### src/rtl/vga_pkg.sv
// Shared VGA timing constants, coordinate type and screen bounds used by the sync
// generator and the object renderers.
package vga_pkg;

  localparam int COORD_W     = 10;
  localparam int FRAME_CNT_W = 8;

  localparam int H_ACTIVE = 640;
  localparam int H_FRONT  = 16;
  localparam int H_SYNC   = 96;
  localparam int H_BACK   = 48;
  localparam int V_ACTIVE = 480;
  localparam int V_FRONT  = 10;
  localparam int V_SYNC   = 2;
  localparam int V_BACK   = 33;
  localparam int H_TOTAL  = H_ACTIVE + H_FRONT + H_SYNC + H_BACK;
  localparam int V_TOTAL  = V_ACTIVE + V_FRONT + V_SYNC + V_BACK;

  localparam int CLK_DIV_DEFAULT = 4;

  // Play-field limits for the ball renderer (top-left corner of an 8x8 ball).
  localparam int BALL_SIZE  = 8;
  localparam int BALL_X_MAX = H_ACTIVE - BALL_SIZE;
  localparam int BALL_Y_MAX = V_ACTIVE - BALL_SIZE;

  typedef logic [COORD_W-1:0] coord_t;

  function automatic coord_t coord_inc_wrap(input coord_t v, input coord_t last);
    return (v == last) ? '0 : v + coord_t'(1);
  endfunction

endpackage

### src/rtl/vga_sync_gen_if.sv
// Pixel-coordinate bus from the VGA sync generator to the renderers.
// Optional frame_count member exists only when VGA_SYNC_FRAME_CNT_EN is defined.
interface vga_sync_gen_if;
  import vga_pkg::*;

  // Broadcast bus with no back-pressure: pixel_tick is the only qualifier and every
  // other member is valid in every clock; renderers cannot stall the scan.
  logic   pixel_tick;
  coord_t pixel_x;
  coord_t pixel_y;
  logic   hsync;
  logic   vsync;
  logic   video_on;
  logic   frame_tick;
`ifdef VGA_SYNC_FRAME_CNT_EN
  logic [FRAME_CNT_W-1:0] frame_count;

  modport master (output pixel_tick, pixel_x, pixel_y, hsync, vsync, video_on,
                  frame_tick, frame_count);
  modport slave  (input  pixel_tick, pixel_x, pixel_y, hsync, vsync, video_on,
                  frame_tick, frame_count);
`else
  modport master (output pixel_tick, pixel_x, pixel_y, hsync, vsync, video_on,
                  frame_tick);
  modport slave  (input  pixel_tick, pixel_x, pixel_y, hsync, vsync, video_on,
                  frame_tick);
`endif

endinterface

### src/rtl/vga_pixel_div.sv
// Pixel-rate enable: a 0..CLK_DIV-1 counter whose last count is the pixel_tick.
module vga_pixel_div #(
  parameter int CLK_DIV = 4
) (
  input  logic clock,
  input  logic reset,
  output logic pixel_tick_o
);

  localparam logic [3:0] DIV_LAST = 4'(CLK_DIV - 1);

  logic [3:0] div_q;
  logic [3:0] div_d;

  always_comb begin
    div_d = (div_q == DIV_LAST) ? 4'd0 : div_q + 4'd1;
  end

  always_ff @(posedge clock or posedge reset) begin
    if (reset) begin
      div_q <= 4'd0;
    end else begin
      div_q <= div_d;
    end
  end

  // Gated by reset so CLK_DIV=1 still shows a low tick while held in reset.
  assign pixel_tick_o = ~reset & (div_q == DIV_LAST);

endmodule

### src/rtl/vga_sync_gen.sv
// VGA scan generator: pixel/line counters with registered, skew-free sync, video
// enable and frame tick. Define VGA_SYNC_FRAME_CNT_EN to add the 8-bit frame counter.
module vga_sync_gen
  import vga_pkg::*;
#(
  parameter int H_ACTIVE = vga_pkg::H_ACTIVE,
  parameter int H_FRONT  = vga_pkg::H_FRONT,
  parameter int H_SYNC   = vga_pkg::H_SYNC,
  parameter int H_BACK   = vga_pkg::H_BACK,
  parameter int V_ACTIVE = vga_pkg::V_ACTIVE,
  parameter int V_FRONT  = vga_pkg::V_FRONT,
  parameter int V_SYNC   = vga_pkg::V_SYNC,
  parameter int V_BACK   = vga_pkg::V_BACK,
  parameter int CLK_DIV  = vga_pkg::CLK_DIV_DEFAULT
) (
  input  logic           clock,
  input  logic           reset,
  vga_sync_gen_if.master vga
);

  localparam int H_TOT = H_ACTIVE + H_FRONT + H_SYNC + H_BACK;
  localparam int V_TOT = V_ACTIVE + V_FRONT + V_SYNC + V_BACK;

  localparam coord_t H_LAST   = coord_t'(H_TOT - 1);
  localparam coord_t V_LAST   = coord_t'(V_TOT - 1);
  localparam coord_t H_VIS    = coord_t'(H_ACTIVE);
  localparam coord_t V_VIS    = coord_t'(V_ACTIVE);
  localparam coord_t HS_START = coord_t'(H_ACTIVE + H_FRONT);
  localparam coord_t HS_END   = coord_t'(H_ACTIVE + H_FRONT + H_SYNC);
  localparam coord_t VS_START = coord_t'(V_ACTIVE + V_FRONT);
  localparam coord_t VS_END   = coord_t'(V_ACTIVE + V_FRONT + V_SYNC);

  logic   pixel_tick;
  coord_t x_q, x_d;
  coord_t y_q, y_d;
  logic   hsync_q, hsync_d;
  logic   vsync_q, vsync_d;
  logic   video_on_q, video_on_d;
  logic   frame_tick_q, frame_tick_d;

  vga_pixel_div #(
    .CLK_DIV(CLK_DIV)
  ) u_div (
    .clock        (clock),
    .reset        (reset),
    .pixel_tick_o (pixel_tick)
  );

  // Decodes use the next coordinates so the registered flags line up with x_q/y_q.
  always_comb begin
    x_d = x_q;
    y_d = y_q;
    if (pixel_tick) begin
      x_d = coord_inc_wrap(x_q, H_LAST);
      if (x_q == H_LAST) begin
        y_d = coord_inc_wrap(y_q, V_LAST);
      end
    end
    hsync_d      = !((x_d >= HS_START) && (x_d < HS_END));
    vsync_d      = !((y_d >= VS_START) && (y_d < VS_END));
    video_on_d   = (x_d < H_VIS) && (y_d < V_VIS);
    frame_tick_d = pixel_tick && (x_d == '0) && (y_d == V_VIS);
  end

  always_ff @(posedge clock or posedge reset) begin
    if (reset) begin
      x_q          <= '0;
      y_q          <= '0;
      hsync_q      <= 1'b1;
      vsync_q      <= 1'b1;
      video_on_q   <= 1'b1;
      frame_tick_q <= 1'b0;
    end else begin
      x_q          <= x_d;
      y_q          <= y_d;
      hsync_q      <= hsync_d;
      vsync_q      <= vsync_d;
      video_on_q   <= video_on_d;
      frame_tick_q <= frame_tick_d;
    end
  end

`ifdef VGA_SYNC_FRAME_CNT_EN
  logic [FRAME_CNT_W-1:0] frame_count_q;

  always_ff @(posedge clock or posedge reset) begin
    if (reset) begin
      frame_count_q <= '0;
    end else if (frame_tick_q) begin
      frame_count_q <= frame_count_q + 8'd1;
    end
  end

  assign vga.frame_count = frame_count_q;
`endif

  assign vga.pixel_tick = pixel_tick;
  assign vga.pixel_x    = x_q;
  assign vga.pixel_y    = y_q;
  assign vga.hsync      = hsync_q;
  assign vga.vsync      = vsync_q;
  assign vga.video_on   = video_on_q;
  assign vga.frame_tick = frame_tick_q;

endmodule

### src/flat_wrapper.sv
// flat-port wrapper written by rule: the top's interface ports become plain ports
module vga_sync_gen_flat import vga_pkg::*;
#(
  parameter int H_ACTIVE = vga_pkg::H_ACTIVE,
  parameter int H_FRONT  = vga_pkg::H_FRONT,
  parameter int H_SYNC   = vga_pkg::H_SYNC,
  parameter int H_BACK   = vga_pkg::H_BACK,
  parameter int V_ACTIVE = vga_pkg::V_ACTIVE,
  parameter int V_FRONT  = vga_pkg::V_FRONT,
  parameter int V_SYNC   = vga_pkg::V_SYNC,
  parameter int V_BACK   = vga_pkg::V_BACK,
  parameter int CLK_DIV  = vga_pkg::CLK_DIV_DEFAULT
)
  (clock, reset, vga_pixel_tick, vga_pixel_x, vga_pixel_y, vga_hsync, vga_vsync, vga_video_on, vga_frame_tick);
  vga_sync_gen_if vga_i ();
  input  logic clock;
  input  logic reset;
  output wire logic [$bits(vga_i.pixel_tick)-1:0] vga_pixel_tick;
  output wire logic [$bits(vga_i.pixel_x)-1:0] vga_pixel_x;
  output wire logic [$bits(vga_i.pixel_y)-1:0] vga_pixel_y;
  output wire logic [$bits(vga_i.hsync)-1:0] vga_hsync;
  output wire logic [$bits(vga_i.vsync)-1:0] vga_vsync;
  output wire logic [$bits(vga_i.video_on)-1:0] vga_video_on;
  output wire logic [$bits(vga_i.frame_tick)-1:0] vga_frame_tick;
  assign vga_pixel_tick = vga_i.pixel_tick;
  assign vga_pixel_x = vga_i.pixel_x;
  assign vga_pixel_y = vga_i.pixel_y;
  assign vga_hsync = vga_i.hsync;
  assign vga_vsync = vga_i.vsync;
  assign vga_video_on = vga_i.video_on;
  assign vga_frame_tick = vga_i.frame_tick;
  vga_sync_gen #(.H_ACTIVE(H_ACTIVE), .H_FRONT(H_FRONT), .H_SYNC(H_SYNC), .H_BACK(H_BACK), .V_ACTIVE(V_ACTIVE), .V_FRONT(V_FRONT), .V_SYNC(V_SYNC), .V_BACK(V_BACK), .CLK_DIV(CLK_DIV)) u_core (.clock(clock), .reset(reset), .vga(vga_i));
endmodule
### config.mk
export PLATFORM = sky130hd
export DESIGN_NAME = vga_sync_gen_flat
export DESIGN_NICKNAME = d
export VERILOG_FILES = /design/src/rtl/vga_pkg.sv /design/src/rtl/vga_sync_gen_if.sv /design/src/rtl/vga_pixel_div.sv /design/src/rtl/vga_sync_gen.sv /design/src/flat_wrapper.sv
export SDC_FILE = /design/constraint.sdc
export NUM_CORES = 1
export LEC_CHECK = 0
export CAP_MARGIN = 40
export CORE_ASPECT_RATIO = 1.1
export CORE_MARGIN = 5
export CORE_UTILIZATION = 48
export DETAILED_ROUTE_END_ITERATION = 7
export PLACE_DENSITY = 0.76
export SYNTH_ARGS = -nofsm -noshare
export SYNTH_HDL_FRONTEND = slang
export SYNTH_HIERARCHICAL = 1
export SYNTH_SLANG_ARGS = --single-unit
### constraint.sdc
create_clock -name clock -period 2.3 [get_ports clock]
set_input_delay 0.345 -clock clock [delete_from_list [all_inputs] [get_ports clock]]
set_output_delay 0.345 -clock clock [all_outputs]
set_load 0.01 [all_outputs]
---- Word level (Yosys, flattened, before mapping) ----
Index checks and enable logic that the tools add are counted.
cells by class
  $lt $le $gt $ge ......................... 6
  multiplexer cells ....................... 6
  eq/ne operators ......................... 4
  reductions and logical operators ........ 8
  bitwise logic cells ..................... 2
  add/subtract/negate cells ............... 3
operators with widths
  kind                     count
  $mux W10                 5
  $add A10 B1 Y10 const B  2
  $eq A10 B10 Y1 const B   2
  $lt A10 B10 Y1 const B   2
  $lt A10 B9 Y1 const B    2
  $eq A10 B9 Y1 const B    1
  $ge A10 B10 Y1 const B   1
  $ge A10 B9 Y1 const B    1
  $logic_not A10 Y1        1
  $logic_and A1 B1 Y1      5
  $add A4 B1 Y4 const B    1
  $eq A4 B2 Y1 const B     1
  $mux W4                  1
  $logic_not A1 Y1         2
  $and A1 B1 Y1            1
  $not A1 Y1               1
storage, ports and cells
  bits of input ports ..................... 2
  word-level logic and storage cells ...... 36
  output and inout port bits .............. 25
  bits in registers ....................... 28

---- Longest topological paths before layout ----
  depth after elaboration ................. 7
  mapped depth ............................ 9
  depth with buffers taken out ............ 8

---- By module ----
Netlist, hierarchy kept.
by module, submodules not included
  module         instances  cells an instance  area an instance (um^2)  seq. area each (um^2)
  vga_sync_gen   1          155                1472.7                   604.3
  vga_pixel_div  1          14                 168.9                    100.1

---- Least setup slack after synthesis ----
Ideal clock, no wire load.
  path kind ............................... reg2reg
  from .................................... reg u_core.u_div.div_q[0]
  to ...................................... reg u_core.frame_tick_q, in the netlist u_core/vga.frame_tick
  cell stages (with the launch flop) ...... 10
  arrival time ............................ 2372 ps
  path buffers ............................ 1
  period minus slack after synthesis ...... 2473 ps
  setup slack ............................. -173 ps
  required time ........................... 2199 ps
  path through ............................ dfrtp_1 > ha_1 > nor3b_2 > and2_1 > buf_2 > nand4bb_1 > or2_2 > nor3_1 > o2111ai_1 > nor4_1
on the way
  longest elaborated chain between the ends .. 6
  elaborated cells between the ends (all ways) .. 8
ends and longest elaborated chain
  item                     line                 RTL
  start, declared          vga_pixel_div.sv:12  logic [3:0] div_q;
  start signal, assigned   vga_pixel_div.sv:23  div_q <= div_d;
  $eq A4 B2 Y1 (*)         vga_pixel_div.sv:28  assign pixel_tick_o = ~reset & (div_q == DIV_LAST);
  $and A1 B1 Y1 (*)        vga_pixel_div.sv:28
  via vga_pixel_tick       flat_wrapper.sv:18   output wire logic [$bits(vga_i.pixel_tick)-1:0] vga_pixel_tick;
  $mux W10                 vga_sync_gen.sv:53   if (pixel_tick) begin
  $logic_not A10 Y1        vga_sync_gen.sv:62   frame_tick_d = pixel_tick && (x_d == '0) && (y_d == V_VIS);
  $logic_and A1 B1 Y1      vga_sync_gen.sv:62
  $logic_and A1 B1 Y1 (*)  vga_sync_gen.sv:62
  via u_core.frame_tick_d  vga_sync_gen.sv:39   logic frame_tick_q, frame_tick_d;
  end signal, assigned     vga_sync_gen.sv:79   frame_tick_q <= frame_tick_d;
  end, declared            vga_sync_gen.sv:39
Mark *: on every way through the listed nets, which the timed path passes. The rest lies on a longest branch.

---- Worst setup path after layout ----
  from .................................... reg u_core.u_div.div_q[0]
  to ...................................... reg u_core.frame_tick_q, in the netlist u_core/vga.frame_tick
on the way
  longest elaborated chain between the ends .. 6
  elaborated cells between the ends (all ways) .. 8
ends and longest elaborated chain
  item                              line                 RTL
  $eq A4 B2 Y1                      vga_pixel_div.sv:28
  $and A1 B1 Y1                     vga_pixel_div.sv:28
  $mux W10                          vga_sync_gen.sv:53
  via u_core.x_d[9]                 vga_sync_gen.sv:34   coord_t x_q, x_d;
  $logic_not A10 Y1                 vga_sync_gen.sv:62
  $logic_and A1 B1 Y1 (2 in a row)  vga_sync_gen.sv:62
  via u_core.frame_tick_d           vga_sync_gen.sv:39
The timed path passes the listed nets, and every way through them passes these cells.

==> metrics.yaml <==
status: "complete, but fails checks"
failed_checks: "negative setup slack"
yosys.cell_count.top_type: "dfrtp_1"
antenna_left: 0
finalHoldViolCount: 0
htree_levels: 1
powerDensity_mw_per_mm2: 491
grt_pass1_wl_um: 7740
std_cell_rows: 22
yosys-top-cells-area: "dfrtp_1, xnor2_1, dfstp_2"
die_x_um: 65.8
start_util_pct: 49.3
cts_buffer_depth: 2
drive_gt1_share_pct: 34.5
diodes: 0
placed_area_mm2: 0.00216
regArea_um2: 704
cts_tree: "yes"
clock_tree.root_cell: "clkbuf_4"
netlist.area_leader.share_pct: 38.1
synthTopCellsByCount: "dfrtp_1, nand3_1, nand2_1, nor3_1, xnor2_1"
first_global_vias: 1643
place_congestion: 0.959
fmax_ghz: 0.423
synthFlopType: "dfrtp_1"
finalWirelength_um: 4580
track_usage_pct: 20.9
area_delta_synth_final_pct: 45.9
arrival_ns: 2.60
fill_cells: 252
min_period_over_period_pct: 103
port_buffers: 26
path_class: "flop to flop"
synth_area_mm2: 0.00164
antenna_found_initial: 0
multi_input_area_mm2: 0.00102
core_area_mm2: 0.00333
critPathMaxFanout: 6
rsz0062_at_grt: "yes"
ys_seq_area_share_pct: 42.9
drv_slew: 0
fin_crit_ns: 2.36
yosysTopAreaCell: "dfrtp_1"
power_uw: 1180
post_drt_wl_per_cell_um: 16.7
ys_types: 46
hold_buffers: 0
die-area_mm2: 0.00469
cts.reportedPaths.clkPinSlew_ns: 0.14
max_slew.worst_pin.slew_ns: 0.400
syn-num-nets: 175
ir_drop_uv: 310
syn_area_per_cell_um2: 9.71
syn_inst: 169
fin_area_mm2: 0.00239
fin_skew_ns: 0.00500
vias_per_cell: 5.57
gr-total-overflow: 0
first_pass_iters: 4
numCtsBuffers: 3
setup_ws_ns: -0.0616
num_vias: 1525
place.detailed.hpwl_um: 3320
required_ns: 2.53
io_pins: 27
dp_slack_ns: -0.212
fin_worst_hold_slack_ns: 0.300
synth-edff-count: 0
fin_nets: 233
power_leakage_uw: 0.00102
yosys_warnings: 6
setup_viol: 3
grt_max_degree: 25
critPathCaptureType: "flop"
start_kind: "flop"
hold_class: "input pin to async pin"
drtIter0Drc: 112
post-route-drc-count: 0
synthArstFlopShare_pct: 100
clk_latency_ns: 0.32
ys_ff_latch: 28
fp.dieH_um: 71.3
drv_cap: 0
slew_headroom_pct: 73.0
cts_sinks: 28
-- where the power goes --
| group | total, uW | switching (uW) | internal [uW] | leakage (uW) |
|---|---|---|---|---|
| sequential | 572 | 42.5 | 530 | 0.000343 |
| combinational | 398 | 204 | 195 | 0.000664 |
| clock | 205 | 138 | 68.0 | 0.0000150 |
| total | 1180 | 384 | 792 | 0.00102 |
-- critical path: stages (launching register included) --
cell and delay, ns:
dfrtp_1 0.39, ha_2 0.20, nor3b_4 0.21, and2_4 0.20, buf_6 0.11, nand4bb_4 0.18
buf_4 0.19, o311ai_2 0.24, nor3_1 0.14, nand4b_1 0.18, nor4_1 0.23
-- layer usage --
metal	track usage (%)	wire (um)	part of all wire (%)	up-vias
li1	-	-	-	726
met1	24.9	1850	40	743
met2	37.4	2450	54	46
met3	3.29	182	4.0	10
met4	7.60	87	1.9	0
met5	0	0	0	-
-- final cells by class --
class                   instances  area share, %
clock buffers                   4           1.10
inverters                       9           1.41
multi-input cells             122           42.7
flip-flops and latches         28           29.4
well taps                      48           2.51
repair buffers                 63           22.9
-- timing repair --
action,4_1_cts,5_1_grt
setup buffers,1,7
cloned,0,0
gates resized for setup,13,19
setup endpoints to repair,8,8
endpoints found under the hold margin,0,0
pin swaps,9,21
-- cells by family (layout without fill, tap and decap cells) --
group | after synthesis | after routing | share of synthesized area, %
fa+ha+maj | 4 | 4 | 3.05
buf+inv | 19 | 76 | 5.94
mux | 3 | 3 | 1.91
simple gates | 77 | 77 | 27.4
compound gates | 23 | 23 | 10.7
flops | 28 | 28 | 42.9
xor+xnor | 15 | 15 | 8.00
-- per-stage QoR --
stage               setup TNS, ns  utilization, %  cells
floorplan                       0               -    169
global placement           -0.531            64.7    262
detailed placement         -0.810            64.7    262
CTS                       -0.0825            67.3    267
global route               -0.721            71.9    274
finish                     -0.128            71.9    274
-- path summary, 6_finish.rpt --
path	startpoint	endpoint	slack, ns	depth (start not counted)
setup / recovery	u_core/u_div/div_q[0]	u_core/vga.frame_tick	-0.06	10
hold / removal	reset	u_core/u_div/div_q[0]	0.30	3
setup reg to reg	u_core/u_div/div_q[0]	u_core/vga.frame_tick	-0.06	10
hold reg to reg	u_core/u_div/div_q[1]	u_core/u_div/div_q[1]	0.54	1
max in group asynchronous	reset	u_core/vga.video_on	1.62	3
min in group clock	u_core/u_div/div_q[1]	u_core/u_div/div_q[1]	0.54	1
-- cell usage in the layout (no fill, tap or decap), types with 2 or more instances in the layout --
| master | Yosys | final |
|---|---|---|
| a31o_2 | 2 | 2 |
| buf_4 | 0 | 34 |
| buf_6 | 3 | 3 |
| clkbuf_4 | 0 | 3 |
| clkdlybuf4s50_1 | 0 | 25 |
| dfrtp_1 | 25 | 25 |
| dfstp_2 | 3 | 3 |
| ha_1 | 4 | 3 |
| inv_1 | 9 | 9 |
| nand2_1 | 10 | 9 |
| nand3_1 | 14 | 12 |
| nand3_2 | 0 | 2 |
| nand4_1 | 8 | 8 |
| nand4b_1 | 3 | 3 |
| nor2_1 | 9 | 9 |
| nor3_1 | 10 | 7 |
| nor3_4 | 0 | 4 |
| nor4_2 | 0 | 2 |
| nor4_4 | 0 | 2 |
| o21a_1 | 3 | 2 |
| o21ai_0 | 6 | 6 |
| o21ai_1 | 2 | 2 |
| or2_2 | 4 | 2 |
| or2_4 | 0 | 2 |
| or3_1 | 2 | 2 |
| xnor2_1 | 10 | 10 |
| xor2_1 | 5 | 3 |
| xor2_2 | 0 | 2 |
-- sequential cells by signal, indices dropped and copies added (netlist names) --
| register | count |
|---|---|
| u_core/vga.vsync | 1 |
| u_core/vga.pixel_x | 10 |
| u_core/vga.hsync | 1 |
| u_core/vga.frame_tick | 1 |
| u_core/u_div/div_q | 4 |
| u_core/vga.pixel_y | 10 |
| u_core/vga.video_on | 1 |
Note: power is estimated with default switching activity, not from simulation.
